[src/rtl/approx_mult_pkg.sv]
// Shared definitions for the leading-one approximate multiplier controller:
// FSM state encoding, default sizing constants and width helpers.
// Optional feature macro: APPROX_ZERO_SKIP_EN (adds the CLEAR state).
package approx_mult_pkg;

  localparam int DATA_W_DEF = 16;
  localparam int KEEP_W_DEF = 8;
  localparam int DEPTH_DEF  = 8;

  typedef enum logic [3:0] {
    ST_IDLE     = 4'd0,
    ST_ARM      = 4'd1,
    ST_LOAD_A   = 4'd2,
    ST_LOAD_B   = 4'd3,
    ST_NORM_A   = 4'd4,
    ST_NORM_B   = 4'd5,
    ST_MULT     = 4'd6,
    ST_LOAD_RES = 4'd7,
    ST_SCALE    = 4'd8,
    ST_SAVE     = 4'd9,
`ifdef APPROX_ZERO_SKIP_EN
    ST_DONE     = 4'd10,
    ST_CLEAR    = 4'd11
`else
    ST_DONE     = 4'd10
`endif
  } state_e;

  // Maximum number of normalising shifts per operand.
  function automatic int maxs(input int data_w, input int keep_w);
    return data_w - keep_w;
  endfunction

  // Bits needed to hold the values 0..n, never less than one.
  function automatic int width_of(input int n);
    return (n < 1) ? 1 : $clog2(n + 1);
  endfunction

  // Bits needed to address depth entries, never less than one.
  function automatic int idx_w(input int depth);
    return (depth > 1) ? $clog2(depth) : 1;
  endfunction

endpackage

[src/rtl/approx_norm_cnt.sv]
// Normalisation shift counter: clears on request, counts up on inc and
// stops at MAXS, flagging saturation so the FSM stops shifting.
module approx_norm_cnt #(
  parameter int MAXS = 8,
  parameter int CW   = 4
) (
  input  logic          clk,
  input  logic          rst,
  input  logic          clr,
  input  logic          inc,
  output logic [CW-1:0] cnt,
  output logic          sat
);

  logic [CW-1:0] cnt_q;
  logic [CW-1:0] cnt_d;

  assign sat = (cnt_q == CW'(MAXS));
  assign cnt = cnt_q;

  // Next count: clear wins over increment; never counts past MAXS.
  always_comb begin
    cnt_d = cnt_q;
    if (clr) begin
      cnt_d = '0;
    end else if (inc && !sat) begin
      cnt_d = cnt_q + CW'(1);
    end
  end

  // Count register with synchronous reset.
  always_ff @(posedge clk) begin
    if (rst) begin
      cnt_q <= '0;
    end else begin
      cnt_q <= cnt_d;
    end
  end

endmodule

[src/rtl/approx_mult_ctrl.sv]
// Control unit for the truncated (leading-one) approximate multiplier.
// Walks DEPTH operand pairs through load, normalise, multiply, rescale and
// write-back, keeping all counters internally.
// Optional feature macro: APPROX_ZERO_SKIP_EN (zero operand early exit).
//
// Handshake: start is a level request. It moves IDLE to ARM; the run only
// begins once start is seen low in ARM. busy is high from ARM until the
// last SAVE; done is a single-cycle pulse one cycle after the last write.
module approx_mult_ctrl
  import approx_mult_pkg::*;
#(
  parameter int DATA_W = DATA_W_DEF,
  parameter int KEEP_W = KEEP_W_DEF,
  parameter int DEPTH  = DEPTH_DEF,
  parameter int AW     = $clog2(2 * DEPTH)
) (
  input  logic                      clk,
  input  logic                      rst,
  input  logic                      start,
  input  logic                      a_msb,
  input  logic                      b_msb,
  input  logic                      a_zero,
  input  logic                      b_zero,
  output logic [AW-1:0]             rd_addr,
  output logic [idx_w(DEPTH)-1:0]   out_addr,
  output logic                      load_en_A,
  output logic                      load_en_B,
  output logic                      shift_en_A,
  output logic                      shift_en_B,
  output logic                      mult_en,
  output logic                      load_en_result,
  output logic                      shift_en_result,
  output logic                      clear_result,
  output logic                      write_enable,
  output logic                      busy,
  output logic                      done
);

  localparam int MAXS = maxs(DATA_W, KEEP_W);
  localparam int CW   = width_of(MAXS);
  localparam int RW   = width_of(2 * MAXS);
  localparam int IW   = idx_w(DEPTH);

  state_e        state_q, state_d;
  logic [IW-1:0] idx_q, idx_d;
  logic [RW-1:0] rs_q, rs_d;

  logic          cnt_clr;
  logic          inc_a, inc_b;
  logic [CW-1:0] cnt_a, cnt_b;
  logic          sat_a, sat_b;
  logic          skip_zero;

`ifdef APPROX_ZERO_SKIP_EN
  // Only the first NORM_A cycle (nothing shifted yet) may take the exit.
  assign skip_zero = (cnt_a == '0) && (a_zero || b_zero);
`else
  logic zero_flags_unused;
  assign zero_flags_unused = a_zero | b_zero;
  assign skip_zero = 1'b0;
`endif

  approx_norm_cnt #(.MAXS(MAXS), .CW(CW)) u_cnt_a (
    .clk (clk),
    .rst (rst),
    .clr (cnt_clr),
    .inc (inc_a),
    .cnt (cnt_a),
    .sat (sat_a)
  );

  approx_norm_cnt #(.MAXS(MAXS), .CW(CW)) u_cnt_b (
    .clk (clk),
    .rst (rst),
    .clr (cnt_clr),
    .inc (inc_b),
    .cnt (cnt_b),
    .sat (sat_b)
  );

  // Next-state, counter updates and output decode for the sequencer.
  always_comb begin
    state_d         = state_q;
    idx_d           = idx_q;
    rs_d            = rs_q;
    cnt_clr         = 1'b0;
    inc_a           = 1'b0;
    inc_b           = 1'b0;
    rd_addr         = '0;
    out_addr        = '0;
    load_en_A       = 1'b0;
    load_en_B       = 1'b0;
    shift_en_A      = 1'b0;
    shift_en_B      = 1'b0;
    mult_en         = 1'b0;
    load_en_result  = 1'b0;
    shift_en_result = 1'b0;
    clear_result    = 1'b0;
    write_enable    = 1'b0;
    busy            = 1'b1;
    done            = 1'b0;
    case (state_q)
      ST_IDLE: begin
        busy = 1'b0;
        if (start) state_d = ST_ARM;
      end
      ST_ARM: begin
        cnt_clr = 1'b1;
        idx_d   = '0;
        if (!start) state_d = ST_LOAD_A;
      end
      ST_LOAD_A: begin
        rd_addr   = AW'({idx_q, 1'b0});
        load_en_A = 1'b1;
        state_d   = ST_LOAD_B;
      end
      ST_LOAD_B: begin
        rd_addr   = AW'({idx_q, 1'b1});
        load_en_B = 1'b1;
        cnt_clr   = 1'b1;
        state_d   = ST_NORM_A;
      end
      ST_NORM_A: begin
        if (skip_zero) begin
`ifdef APPROX_ZERO_SKIP_EN
          state_d = ST_CLEAR;
`endif
        end else if (a_msb || sat_a) begin
          state_d = ST_NORM_B;
        end else begin
          shift_en_A = 1'b1;
          inc_a      = 1'b1;
        end
      end
      ST_NORM_B: begin
        if (b_msb || sat_b) begin
          // Remaining rescale shifts: whatever normalisation did not use.
          rs_d    = RW'(2 * MAXS) - RW'(cnt_a) - RW'(cnt_b);
          state_d = ST_MULT;
        end else begin
          shift_en_B = 1'b1;
          inc_b      = 1'b1;
        end
      end
      ST_MULT: begin
        mult_en = 1'b1;
        state_d = ST_LOAD_RES;
      end
      ST_LOAD_RES: begin
        load_en_result = 1'b1;
        state_d        = ST_SCALE;
      end
      ST_SCALE: begin
        if (rs_q == '0) begin
          state_d = ST_SAVE;
        end else begin
          shift_en_result = 1'b1;
          rs_d            = rs_q - RW'(1);
        end
      end
      ST_SAVE: begin
        write_enable = 1'b1;
        out_addr     = idx_q;
        if (idx_q == IW'(DEPTH - 1)) begin
          state_d = ST_DONE;
        end else begin
          idx_d   = idx_q + IW'(1);
          state_d = ST_LOAD_A;
        end
      end
`ifdef APPROX_ZERO_SKIP_EN
      ST_CLEAR: begin
        clear_result = 1'b1;
        state_d      = ST_SAVE;
      end
`endif
      ST_DONE: begin
        busy    = 1'b0;
        done    = 1'b1;
        state_d = ST_IDLE;
      end
      default: begin
        busy    = 1'b0;
        state_d = ST_IDLE;
      end
    endcase
  end

  // State, pair index and rescale counter registers.
  always_ff @(posedge clk) begin
    if (rst) begin
      state_q <= ST_IDLE;
      idx_q   <= '0;
      rs_q    <= '0;
    end else begin
      state_q <= state_d;
      idx_q   <= idx_d;
      rs_q    <= rs_d;
    end
  end

endmodule

[config.mk]
export PLATFORM = sky130hd
export DESIGN_NAME = approx_mult_ctrl
export DESIGN_NICKNAME = d
export VERILOG_FILES = /design/src/rtl/approx_mult_pkg.sv /design/src/rtl/approx_norm_cnt.sv /design/src/rtl/approx_mult_ctrl.sv
export SDC_FILE = /design/constraint.sdc
export NUM_CORES = 1
export LEC_CHECK = 0
export ABC_CLOCK_PERIOD_IN_PS = 3870
export BUFFER_PORTS_ARGS = -buffer_cell sky130_fd_sc_hd__buf_4
export CAP_MARGIN = 30
export CORE_UTILIZATION = 60
export DETAILED_ROUTE_END_ITERATION = 8
export GPL_TIMING_DRIVEN = 0
export PLACE_DENSITY_LB_ADDON = 0.12
export SLEW_MARGIN = 20
export SYNTH_ARGS = -nofsm -noshare
export SYNTH_HDL_FRONTEND = slang
export SYNTH_SLANG_ARGS = --single-unit
[constraint.sdc]
create_clock -name clk -period 3.87 [get_ports clk]
set_clock_uncertainty 0.2 [all_clocks]
set_input_delay 0.387 -clock clk [delete_from_list [all_inputs] [get_ports clk]]
set_output_delay 0.387 -clock clk [all_outputs]
set_load 0.02 [all_outputs]
# Yosys cells after proc, flatten, opt, wreduce, memory -nomap -nowiden
# Cells that the tools add are included.
op_classes:
  n_addsub: 6
  eq_ne: 20
  mux: 28
  n_reduce_logical: 16
op_table:
  columns: ["cell", "count"]
  rows:
  - ["one-hot mux 4 bit (10 select lines)", 1]
  - ["two-way mux 4 bit", 6]
  - ["equality test 4 bit (second input constant)", 5]
  - ["equality test 4 x 3 -> 1 bit (second input constant)", 4]
  - ["two-way mux 1 bit", 14]
  - ["!= test 2 bit (second input constant)", 7]
  - ["two-way mux 5 bit", 2]
  - ["one-hot mux 5 bit (2 select lines)", 1]
  - ["OR reduction 9 bit", 1]
  - ["adder 4 x 1 -> 4 bit (second input constant)", 2]
  - ["equality test 4 x 2 -> 1 bit (second input constant)", 2]
  - ["one-hot mux 4 bit (2 select lines)", 1]
  - ["two-way mux 3 bit", 2]
  - ["one-hot mux 3 bit (2 select lines)", 1]
  - ["zero test 5 bit", 1]
  - ["AND reduction 5 bit", 1]
  - ["subtractor 5 x 1 -> 5 bit (second input constant)", 1]
  - ["subtractor 5 x 4 -> 5 bit", 1]
  - ["subtractor 5 x 4 -> 5 bit (first input constant)", 1]
  - ["equality test 4 x 1 -> 1 bit (second input constant)", 1]
  - ["zero test 4 bit", 1]
  - ["nonzero test 2 bit", 2]
  - ["OR reduction 2 bit", 2]
  - ["adder 3 x 1 -> 3 bit (second input constant)", 1]
  - ["other kinds (6)", 9]
totals:
  ff_bits: 20
  inputBits: 7
  out_inout_bits: 18
  word_cells: 75

# Longest topological paths before layout
logic_depth:
  ltp_word: 5
  depth_mapped: 9
  ltp_nobuf: 8

# Cells and area by module
# From an unflattened synthesis, not the netlist that was laid out.
hier_totals:
  cells_unflattened: 183
  hier_area_um2: 1501.4
modules_own_cells:
  columns: ["module", "instances", "cells_each", "area_each_um2"]
  rows:
  - ["approx_mult_ctrl", 1, 133, 1053.5]
  - ["approx_norm_cnt", 2, 25, 224.0]

# Least setup slack after synthesis
# No wires, ideal clock.
synth_path:
  path_kind: "reg-to-reg"
  start: "register rs_q[0]"
  end: "register state_q[0]"
  setup_ns: 0.121
  arrival_time_ns: 1.876
  t_required_ns: 3.549
  slack_ns: 1.673
  path_stages_with_launch: 7
  synth_period_minus_slack_ns: 2.197
  path_cell_list: "dfxtp_1 -> inv_1 -> ha_1 -> nor4b_2 -> nor2_1 -> or4_4 -> mux2_4"
synth_between:
  elab_chain_len: 3
synth_rtl:
  columns: ["element", "line", "rtl"]
  rows:
  - ["from (decl)", "approx_mult_ctrl.sv:46", "logic [RW-1:0] rs_q, rs_d;"]
  - ["from (signal assigned)", "approx_mult_ctrl.sv:198", "rs_q <= rs_d;"]
  - ["zero test 5 bit", "approx_mult_ctrl.sv:154", "if (rs_q == '0) begin"]
  - ["!= test 2 bit (no source line)", null, null]
  - ["AND reduction 5 bit (no source line)", null, null]
  - ["to (signal assigned)", "approx_mult_ctrl.sv:196", "state_q <= state_d;"]
  - ["to (decl)", "approx_mult_ctrl.sv:44", "state_e state_q, state_d;"]
# Every way passes these cells.
# A chain may end at the register's enable or synchronous reset.

# Final worst setup path
layout_path:
  start: "register state_q[1]"
  end: "output port shift_en_B"
layout_between:
  elab_chain_len: 2
layout_rtl:
  columns: ["element", "line", "rtl"]
  rows:
  - ["equality test 4 x 3 -> 1 bit", "approx_mult_ctrl.sv:102", "case (state_q)"]
  - ["two-way mux 1 bit", "approx_mult_ctrl.sv:102", null]
  - ["to (decl)", "approx_mult_ctrl.sv:29", "output logic shift_en_B,"]
# Every way passes these cells.

==> impl_metrics.csv <==
group,metric,value,unit
global_routing,grtUsageTotal,0.2576,
clocking,post_cts_buffers,0,
timing,slew_viol_final,0,
global_routing,grt_first_pass_wirelength,5071,um
layout,postLayoutCellArea,1677,um^2
worst_setup_path,path_cells,"buf_4 > nand4bb_4 > or3b_1 > buf_4 > inv_2 > buf_4 > buf_4",
pwr,power.share.clock,0.215,
floorplan,core_area,2233,um^2
layout,diodes,0,
timing,finalCriticalPeriod,2.606,ns
synthesis,yosys.area_share.adder,0.1353,
clocking,htree_levels,1,
floorplan,rows,17,
clocking,numCtsBuffers,3,
worst_setup_path,cp-end-kind,"output port",
pwr,vdd_drop_max,0.0002489,V
routing,post-route-drc-count,0,
worst_setup_path,cp_slowest_cell,"or3b_1",
pwr,switching_share,0.3764,
clocking,cts_resized,0,
clocking,path_clk_slew,0.13,ns
worst_setup_path,ff2ff_path_depth,6,
synthesis,synth-main-ff-cell,"dfxtp_1",
worst_setup_path,cp-start-kind,"flip-flop",
flow_run,maxCapViolations,0,
synthesis,syn_nets,196,
place,io_buffers,21,
layout,drive_above_1_share,0.2000,
global_routing,overflow,0,
floorplan,die_w,51.04,um
timing,timing.final.hold_violations,0,
clocking,holdBufCountCts,0,
worst_setup_path,crit_top_cell,"buf_4",
clocking,clock-root-buffer,"clkbuf_4",
synthesis,synth-edff-count,0,
pwr,power_leakage,0.6963,nW
routing,wire_per_inst,13.61,um
synthesis,avgSynthCellArea,8.291,um^2
timing,rsz0062_at_grt,"false",
timing,slew_headroom,0.5451,
synthesis,yosysSeqAreaShare,0.2775,
hold_path,whs_path_depth,2,
timing,fin_hold_ws,0.1078,ns
clocking,clk_path_buf_depth,2,
floorplan,die_h,51.04,um
synthesis,synth-seq-cells,20,
clocking,cts_tree,"yes",
worst_setup_path,max_stage_delay,0.39,ns
synthesis,synthSimpleGateAreaFrac,0.2853,
worst_setup_path,cp_max_fo,10,
synthesis,syn_area,1443,um^2
worst_setup_path,crit_type,"flip-flop to output port",
worst_setup_path,worstPathArrival,2.02,ns
pwr,combPwrFrac,0.412,
worst_setup_path,cp_data_required_time,3.28,ns
layout,finish.net_count,223,
synthesis,async_flop_share,0,
hold_path,worstHoldPathType,"input port to flip-flop",
layout,area_growth_syn_to_layout,16.22,%
layout,regArea,400.4,um^2
synthesis,synthMuxAreaShare,0.02428,
pwr,p_sw,0.0002238,W
place,dpl_cell_area,1635,um^2
outcome,status,"completed",
timing,tns,0,ns
synthesis,synth_compound_area_frac,0.1301,
timing,max_freq,0.3838,GHz
synthesis,synthDistinctLibCells,48,
timing,setup_viol,0,
routing,detail-route-antenna-nets,0,
synthesis,yosysWarnings,0,
synthesis,synthCells,174,
global_routing,grt_pass1_vias,1217,
pwr,power_density,354.6,nW/um^2
floorplan,dieArea,2605,um^2
clocking,clkLatencyLatePin,0.31,ns
synthesis,synth_top_family_by_area,"simple AND/OR/NAND/NOR gates",
routing,vias,1290,
global_routing,grt_antenna_before_repair,0,
floorplan,num_io_pins,25,
routing,first_pass_iters,4,
place,gp_congestion,0.8780,
routing,drt_iter0_drc,43,
pwr,power.share.sequential,0.373,
pwr,power.internal,0.0003707,W
floorplan,initial_core_util,0.6459,
routing,drt-total-wl,3102,um
layout,fillCellCount,176,
global_routing,grt_max_degree,12,
timing,period_share,0.6733,
clocking,clock_sinks,20,
layout,multiInputGateArea,912.1,um^2
timing,max_slew.worst_pin.slew,0.6765,ns
synthesis,synth_xor_area_frac,0.05464,
routing,viasPerCell,5.658,
place,hpwlAfterDp,2359,um
## layer usage
metal | up-vias | track usage | part of all wire
met4 | 0 | 0.1019 | 0.0093
met5 | - | 0 | 0
met1 | 588 | 0.3253 | 0.47
li1 | 655 | - | -
met2 | 43 | 0.4408 | 0.48
met3 | 4 | 0.03274 | 0.044
## power by group through the flow
stage	Sequential (W)	Combinational, W	Clock, W
detailed placement	0.000226	0.000238	0
finish	0.000222	0.000245	0.000128
global placement	0.000226	0.000232	0
global route	0.000222	0.000267	0.000135
floorplan	0.000225	0.000177	0
CTS	0.000221	0.000239	0.000130
## path summary, 6_finish.rpt
path / start / end / slack, ns
max reg2reg: rs_q[0]$_SDFFE_PP0P_ / state_q[0]$_SDFFE_PP0P_ / 1.62
min reg2reg: u_cnt_b.cnt[1]$_SDFFE_PP0P_ / u_cnt_b.cnt[1]$_SDFFE_PP0P_ / 0.32
max: state_q[1]$_SDFFE_PP0P_ / shift_en_B / 1.26
min: rst / rs_q[4]$_SDFFE_PP0P_ / 0.11
## flip-flops by register name, indices dropped and copies added (netlist names)
signal / count
state_q: 4
rs_q: 5
u_cnt_b.cnt: 4
u_cnt_a.cnt: 4
idx_q: 3
## cells in the mapped netlist, types with 2 or more instances
library cell | number | area, um^2
a21o_1 | 2 | 15.01
a21oi_1 | 6 | 30.03
a22oi_1 | 3 | 22.52
a31oi_1 | 2 | 12.51
and2_1 | 6 | 37.54
and3_1 | 3 | 18.77
buf_2 | 2 | 10.01
buf_4 | 5 | 37.54
clkbuf_1 | 4 | 15.01
dfxtp_1 | 20 | 400.4
ha_1 | 14 | 175.2
inv_1 | 16 | 60.06
mux2i_1 | 2 | 20.02
nand2_1 | 9 | 33.78
nand2b_1 | 3 | 18.77
nand3_1 | 3 | 15.01
nand3b_1 | 2 | 15.01
nand4_1 | 4 | 25.02
nor2_1 | 20 | 75.07
nor2b_1 | 2 | 12.51
nor3_1 | 8 | 40.04
nor4_1 | 3 | 18.77
o31ai_1 | 2 | 15.01
o41ai_1 | 2 | 17.52
xnor2_1 | 7 | 61.31
xor2_1 | 2 | 17.52
## final cells by class
class | count | share of cell area
multi-input cells | 125 | 0.5440
flip-flops and latches | 20 | 0.2388
repair buffers | 22 | 0.09701
plain buffers | 12 | 0.03955
inverters | 17 | 0.03806
clock buffers | 4 | 0.02164
well taps | 28 | 0.02090
## metrics by stage
stage	utilization	cells	total power [W]	worst slack (ns)
4_1_cts	0.7485	227	0.0005899	1.251
3_5_place_dp	0.7322	223	0.0004643	1.612
2_1_floorplan	-	174	0.0004028	1.673
3_3_place_gp	0.7322	223	0.0004578	1.646
6_report	0.7507	228	0.0005945	1.264
5_1_grt	0.7507	228	0.0006241	1.166
## kinds of logic (layout without fill, tap and decap cells)
logic type               count (synthesis)  in the layout
AO/OA/AOI/OAI                           26             26
other                                    1              1
AND/OR/NAND/NOR                         71             71
multiplexers                             3              3
adder cells (fa/ha/maj)                 15             15
buffers and inverters                   29             55
XOR/XNOR                                 9              9
flip-flops                              20             20
## worst max-delay path: cells and delay by family (launching register included)
kind                   cells  cell delay [ns]
buffers and inverters      5             0.72
and+or+nand+nor            2             0.67
DFF                        1             0.32
## cells in the final DEF, fill, tap and decap left out, types with 4 or more instances in the layout
master	Yosys	final
nor2_1	20	20
and2_1	6	6
dfxtp_1	20	20
a21oi_1	6	6
xnor2_1	7	7
nand2_1	9	9
inv_1	16	16
nor3_1	8	8
ha_1	14	14
clkbuf_1	4	4
buf_4	5	26
nand4_1	4	4
Note: power is estimated with default switching activity, not from simulation.
